===== config.mk =====
export PLATFORM = sky130hd
export DESIGN_NAME = display_scan_7seg
export DESIGN_NICKNAME = d
export VERILOG_FILES = /design/src/rtl/display_scan_7seg.sv
export SDC_FILE = /design/constraint.sdc
export NUM_CORES = 1
export LEC_CHECK = 0
export ABC_AREA = 1
export CAP_MARGIN = 5
export CORE_MARGIN = 5
export CORE_UTILIZATION = 61
export CTS_BUF_LIST = sky130_fd_sc_hd__clkbuf_4
export DETAILED_ROUTE_END_ITERATION = 8
export PLACE_DENSITY = 0.82
export SLEW_MARGIN = 5
export SYNTH_ARGS = -nofsm -noshare
export SYNTH_HDL_FRONTEND = slang
export SYNTH_SLANG_ARGS = --single-unit

===== constraint.sdc =====
create_clock -name clk -period 2.5 [get_ports clk]
set_clock_uncertainty 0.2 [all_clocks]
set_input_delay 0.5 -clock clk [delete_from_list [all_inputs] [get_ports clk]]
set_output_delay 0.5 -clock clk [all_outputs]
set_load 0.01 [all_outputs]

===== src/rtl/display_scan_7seg.sv =====
`default_nettype none
// ============================================================================
// Module   : display_scan_7seg
// Brief    : 10-bit binary to 4-digit BCD (double-dabble) with multiplexed
//            common-anode 7-segment scan and leading-zero blanking.
// Revision : 1.0 - initial release
// ============================================================================
module display_scan_7seg #(
    parameter int SCAN_DIV = 50000
) (
    input  logic       clk,
    input  logic       rst_n,
    input  logic [9:0] valor,
    output logic [3:0] an,
    output logic [6:0] seg,
    output logic       dp,
    output logic       done
);

    localparam int                   C_PRESC_W    = $clog2(SCAN_DIV);
    localparam logic [C_PRESC_W-1:0] C_PRESC_LAST = C_PRESC_W'(SCAN_DIV - 1);
    localparam logic [3:0]           C_LAST_BIT   = 4'd9;

    typedef enum logic [1:0] {
        S_IDLE = 2'd0,
        S_CONV = 2'd1,
        S_LOAD = 2'd2
    } state_t;

    state_t r_state;
    state_t w_state_nxt;
    logic   w_capture;
    logic   w_shift_en;
    logic   w_load;

    logic [9:0]  r_shift;
    logic [15:0] r_scratch;
    logic [15:0] w_adj;
    logic [3:0]  r_bitcnt;
    logic [15:0] r_bcd_q;
    logic        r_done;

    logic [C_PRESC_W-1:0] r_presc;
    logic                 w_tick;
    logic [1:0]           r_idx;

    logic [3:0] w_digit;
    logic [3:0] w_blank;
    logic [3:0] w_an_nxt;
    logic [6:0] w_seg_nxt;
    logic [3:0] r_an;
    logic [6:0] r_seg;

    // ------------------------------------------------------------------
    // Converter FSM
    // ------------------------------------------------------------------
    always_ff @(posedge clk or negedge rst_n) begin
        if (!rst_n) begin
            r_state <= S_IDLE;
        end else begin
            r_state <= w_state_nxt;
        end
    end

    always_comb begin
        w_state_nxt = r_state;
        w_capture   = 1'b0;
        w_shift_en  = 1'b0;
        w_load      = 1'b0;
        case (r_state)
            S_IDLE: begin
                w_capture   = 1'b1;
                w_state_nxt = S_CONV;
            end
            S_CONV: begin
                w_shift_en = 1'b1;
                if (r_bitcnt == C_LAST_BIT) begin
                    w_state_nxt = S_LOAD;
                end
            end
            S_LOAD: begin
                w_load      = 1'b1;
                w_state_nxt = S_IDLE;
            end
            default: begin
                w_state_nxt = S_IDLE;
            end
        endcase
    end

    // Each nibble is corrected independently; no carry crosses nibble borders.
    generate
        for (genvar i = 0; i < 4; i++) begin : g_nib
            assign w_adj[4*i +: 4] = (r_scratch[4*i +: 4] >= 4'd5)
                                   ? (r_scratch[4*i +: 4] + 4'd3)
                                   : r_scratch[4*i +: 4];
        end
    endgenerate

    always_ff @(posedge clk or negedge rst_n) begin
        if (!rst_n) begin
            r_shift   <= '0;
            r_scratch <= '0;
            r_bitcnt  <= '0;
            r_bcd_q   <= '0;
            r_done    <= 1'b0;
        end else begin
            r_done <= w_load;
            if (w_capture) begin
                r_shift   <= valor;
                r_scratch <= '0;
                r_bitcnt  <= '0;
            end
            if (w_shift_en) begin
                {r_scratch, r_shift} <= {w_adj, r_shift} << 1;
                r_bitcnt             <= r_bitcnt + 4'd1;
            end
            if (w_load) begin
                r_bcd_q <= r_scratch;
            end
        end
    end

    // ------------------------------------------------------------------
    // Scan prescaler and digit index
    // ------------------------------------------------------------------
    assign w_tick = (r_presc == C_PRESC_LAST);

    always_ff @(posedge clk or negedge rst_n) begin
        if (!rst_n) begin
            r_presc <= '0;
            r_idx   <= '0;
        end else if (w_tick) begin
            r_presc <= '0;
            r_idx   <= r_idx + 2'd1;
        end else begin
            r_presc <= r_presc + {{(C_PRESC_W-1){1'b0}}, 1'b1};
        end
    end

    // ------------------------------------------------------------------
    // Digit select, blanking and segment decode
    // ------------------------------------------------------------------
    function automatic logic [6:0] seg_decode(input logic [3:0] d);
        logic [6:0] s;
        case (d)
            4'd0:    s = 7'b1000000;
            4'd1:    s = 7'b1111001;
            4'd2:    s = 7'b0100100;
            4'd3:    s = 7'b0110000;
            4'd4:    s = 7'b0011001;
            4'd5:    s = 7'b0010010;
            4'd6:    s = 7'b0000010;
            4'd7:    s = 7'b1111000;
            4'd8:    s = 7'b0000000;
            4'd9:    s = 7'b0010000;
            default: s = 7'b1111111;
        endcase
        return s;
    endfunction

    always_comb begin
        w_digit    = 4'd0;
        w_blank    = 4'b0000;
        w_an_nxt   = 4'b1111;
        w_seg_nxt  = 7'b1111111;

        case (r_idx)
            2'd0:    w_digit = r_bcd_q[3:0];
            2'd1:    w_digit = r_bcd_q[7:4];
            2'd2:    w_digit = r_bcd_q[11:8];
            default: w_digit = r_bcd_q[15:12];
        endcase

        // A slot is blank only if it and every more-significant digit are zero.
        w_blank[3] = (r_bcd_q[15:12] == 4'd0);
        w_blank[2] = w_blank[3] && (r_bcd_q[11:8] == 4'd0);
        w_blank[1] = w_blank[2] && (r_bcd_q[7:4] == 4'd0);
        w_blank[0] = 1'b0;

        if (!w_blank[r_idx]) begin
            w_an_nxt  = ~(4'b0001 << r_idx);
            w_seg_nxt = seg_decode(w_digit);
        end
    end

    always_ff @(posedge clk or negedge rst_n) begin
        if (!rst_n) begin
            r_an  <= 4'b1111;
            r_seg <= 7'b1111111;
        end else begin
            r_an  <= w_an_nxt;
            r_seg <= w_seg_nxt;
        end
    end

    assign an   = r_an;
    assign seg  = r_seg;
    assign dp   = 1'b1;
    assign done = r_done;

endmodule
`default_nettype wire


==> out/results.tsv <==
stage	metric	value	unit
status	status	finished clean	
die	fp.dieArea	0.00818	mm^2
placement	postPlaceCellArea	0.00426	mm^2
routing	firstDrtPassIters	5	
critical_path	setup.worst_path.start_class	flop	
routing	drt-wirelength-per-cell	12.2	um
power	p_per_area	645	mW/mm^2
critical_path	max_stage_delay	0.45	ns
sta	totalNegativeSetupSlack	0	ns
critical_path	crit_chain	inv_1, ha_1, nand2_1, nand2_1, o21ai_4, inv_1, ha_1, or2_2, nand2_1	
synth	yosys_warnings	0	
critical_path	endpoint_kind_of_the_worst_setup_timing_path	flop	
sta	final_max_slew_viol_count	0	
sta	maxSlewHeadroom	0.544	
sta	max_slew.worst_pin.slew	0.683	ns
routing	drc	0	
placement	dp_hpwl	5330	um
synth	synth_xor_area_frac	0.0200	
synth	synth_compound_gate_area_share	0.105	
critical_path	setup.reg_to_reg.worst_slack	0.25	ns
synth	synthTopCellsByCount	131 x sky130_fd_sc_hd__nand2_1, 67 x sky130_fd_sc_hd__dfrtp_1, 57 x sky130_fd_sc_hd__inv_1	
sta	period_share	0.901	
die	rows	29	
synth	muxShareOfSynthArea	0	
synth	netlist_area	0.00395	mm^2
synth	main_combinational_cell_family_by_area_after_synthesis	simple AND/OR/NAND/NOR gates	
placement	buffer_ports.inserted	23	
sta	grt_setup_unrepaired	false	
worst_hold_path	hold_path_depth	1	
finish	diodes	0	
critical_path	crit_path_top_delay_cell	sky130_fd_sc_hd__dfrtp_1	
synth	synth_ff_type	sky130_fd_sc_hd__dfrtp_1	
critical_path	crit_type	reg2reg	
clock_network	clock_tree_from_tritoncts	yes	
synth	ys_seq_area_frac	0.498	
grt	grt_pass1_wl	12800	um
critical_path	timing.rr.end	seg[1]	
die	design.portCount	25	
synth	yosysMostFrequentCell	sky130_fd_sc_hd__nand2_1	
sta	period_needed	2.25	ns
synth	synth.ff_latch_count	78	
synth	synth_enable_flop_cells	0	
flow_run	maxCapViolCount	0	
synth	post_synth.cell_area_avg	8.28	um^2
die	die_height	90.5	um
power	leakage_power	2.12	nW
synth	synth_simple_gate_area_frac	0.247	
finish	num-nets-final	536	
critical_path	worst-path-max-fanout	6	
synth	synth_top_area_share	0.425	
synth	yosys.area_share.adder	0.0602	
grt	grt_start_max_net_pins	42	
die	core_area	0.00631	mm^2
clock_network	clk_latency	0.41	ns
routing	viasPerCell	5.26	
critical_path	worstSetupStartpoint	r_idx[0]	
grt	grt_pass1_vias	2995	
grt	antenna_found_initial	0	
synth	synth_top_area_cell	sky130_fd_sc_hd__dfrtp_1	
worst_hold_path	min_path_type	reg2reg	
grt	globalRouteTotalUtil	0.186	
sta	finalHoldViolations	0	
routing	drt_wl_total	7160	um
routing	final_antenna_net_count	0	
critical_path	reg2reg_from	r_idx[0]	
synth	synth_nets	508	
clock_network	htree_num_levels	3	
grt	globalRouteOverflowTotal	0	
sta	setup-violations-final	0	
critical_path	setup.worst_path.end	seg[1]	
synth	synth_cells	477	
critical_path	timing.critical_path.arrival	2.40	ns
clock_network	worst_setup_hold_path_clk_slew	0.11	ns
critical_path	crit_required	2.65	ns
finish	design_area	0.00440	mm^2
sta	peak_clock_frequency_supported_by_timing	0.444	GHz
clock_network	clock_sink_count	78	
synth	ys_types	34	
synth	synth-async-reset-ratio	1.00	
synth	synth.top_cells.by_area	sky130_fd_sc_hd__dfrtp_1 42%, sky130_fd_sc_hd__nand2_1 12%, sky130_fd_sc_hd__dfstp_2 7.3%	
clock_network	clk_path_buf_depth	2	
routing	initialDrtViolationCount	119	
die	width_of_the_chip	90.5	um
finish	drive_above_1_share	0.0941	
power	vdd.ir_drop.worst	0.000522	V
die	start_util	0.625	
clock_network	quantity_of_gates_resized_following_cts	0	
critical_path	cp_common_cell	sky130_fd_sc_hd__nand2_1	
finish	layout-area-overhead-vs-synth	11.5	%
placement	gp_routability_congestion	0.849	
clock_network	cts_inserted_buffers	9	
clock_network	root_buffer	sky130_fd_sc_hd__clkbuf_4	
critical_path	rr_worst_depth	9	
routing	route.vias.total	3085	
routing by layer:
metal  global-route usage  vias up  share of wire
met5                    0        -              0
met4               0.0695        0          0.011
met3               0.0342        9          0.031
met2                0.307       40           0.48
met1                0.246     1461           0.48
li1                     -     1575              -
logic make-up (layout without fill, tap and decap cells):
| family | count (synthesis) | after routing |
|---|---|---|
| adders and majority gates | 19 | 19 |
| and+or+nand+nor | 230 | 230 |
| AOI/OAI and AO/OA | 70 | 70 |
| DFF | 78 | 78 |
| buffers and inverters | 70 | 103 |
| other | 1 | 1 |
| xor gates and xnor gates | 9 | 9 |
worst max-delay path, delay by kind of cell, from the launching register on:
kind | cells | cell delay [ns]
AO/OA/AOI/OAI | 1 | 0.24
buffers and inverters | 2 | 0.23
flip-flops | 1 | 0.45
adder cells (fa/ha/maj) | 2 | 0.55
AND/OR/NAND/NOR | 4 | 0.52
metrics by stage:
stage	power (mW)	hold WS (ns)	std cells	worst slack, ns	util
final	2.84	0.280	587	0.247	0.697
after global routing	3.03	0.325	587	0.104	0.697
after CTS	2.88	0.287	587	0.248	0.697
after detailed placement	2.16	0.271	570	0.270	0.675
after global placement	2.14	0.248	570	0.364	0.675
after floorplan	1.92	0.00441	477	0.439	-
state kept, by name (all words and copies together), names as in the netlist:
name,cells
done,1
r_bitcnt,4
r_idx,2
r_shift,10
r_presc,16
an,4
r_state,2
seg,7
r_scratch,16
r_bcd_q,16
worst min path at each step:
stage	startpoint	to	slack (ns)
after floorplan	rst_n	done	0.004
after global placement	r_presc[0]	r_presc[0]	0.25
after detailed placement	r_presc[0]	r_presc[0]	0.27
after CTS	r_presc[0]	r_presc[0]	0.29
after global routing	r_presc[0]	r_presc[0]	0.33
final	r_presc[0]	r_presc[0]	0.28
cell usage in the layout, fill, tap and decap left out, types with 2 or more instances in the layout:
| master | count |
|---|---|
| sky130_fd_sc_hd__nand2_1 | 131 |
| sky130_fd_sc_hd__clkinv_1 | 2 |
| sky130_fd_sc_hd__nor2_4 | 2 |
| sky130_fd_sc_hd__nor3_1 | 6 |
| sky130_fd_sc_hd__o21ai_4 | 2 |
| sky130_fd_sc_hd__clkdlybuf4s50_1 | 22 |
| sky130_fd_sc_hd__nand4_1 | 5 |
| sky130_fd_sc_hd__nor2_1 | 47 |
| sky130_fd_sc_hd__ha_1 | 19 |
| sky130_fd_sc_hd__inv_1 | 57 |
| sky130_fd_sc_hd__nor3_2 | 2 |
| sky130_fd_sc_hd__a21oi_1 | 9 |
| sky130_fd_sc_hd__xnor2_1 | 2 |
| sky130_fd_sc_hd__nor2_2 | 3 |
| sky130_fd_sc_hd__o21bai_1 | 2 |
| sky130_fd_sc_hd__buf_4 | 4 |
| sky130_fd_sc_hd__dfrtp_1 | 67 |
| sky130_fd_sc_hd__xor2_1 | 7 |
| sky130_fd_sc_hd__o211ai_1 | 2 |
| sky130_fd_sc_hd__o21ai_0 | 39 |
| sky130_fd_sc_hd__clkinv_2 | 3 |
| sky130_fd_sc_hd__nand3_1 | 27 |
| sky130_fd_sc_hd__o21ai_1 | 3 |
| sky130_fd_sc_hd__nand2_2 | 3 |
| sky130_fd_sc_hd__o22ai_1 | 10 |
| sky130_fd_sc_hd__dfstp_2 | 11 |
| sky130_fd_sc_hd__inv_2 | 2 |
| sky130_fd_sc_hd__clkbuf_4 | 10 |
power by group:
group / switching [mW] / leakage (nW) / internal, mW / total [mW]
logic: 0.319 / 1.06 / 0.280 / 0.599
clock network: 0.406 / 0.0750 / 0.305 / 0.712
registers: 0.0824 / 0.988 / 1.44 / 1.53
layout make-up:
| class | count | area, um^2 |
|---|---|---|
| Clock buffer | 10 | 75.1 |
| Clock inverter | 6 | 52.6 |
| Fill cell | 511 | 1910 |
| Inverter | 59 | 221 |
| Multi-Input combinational cell | 329 | 1710 |
| Sequential cell | 78 | 1970 |
| Tap cell | 77 | 96.3 |
| Timing Repair Buffer | 28 | 280 |
repair_timing:
action / CTS / global route
buffers inserted: 0 / 0
hold buffers: 1 / 0
hold endpoints to repair: 30 / 0
Note: power is estimated with default switching activity, not from simulation.
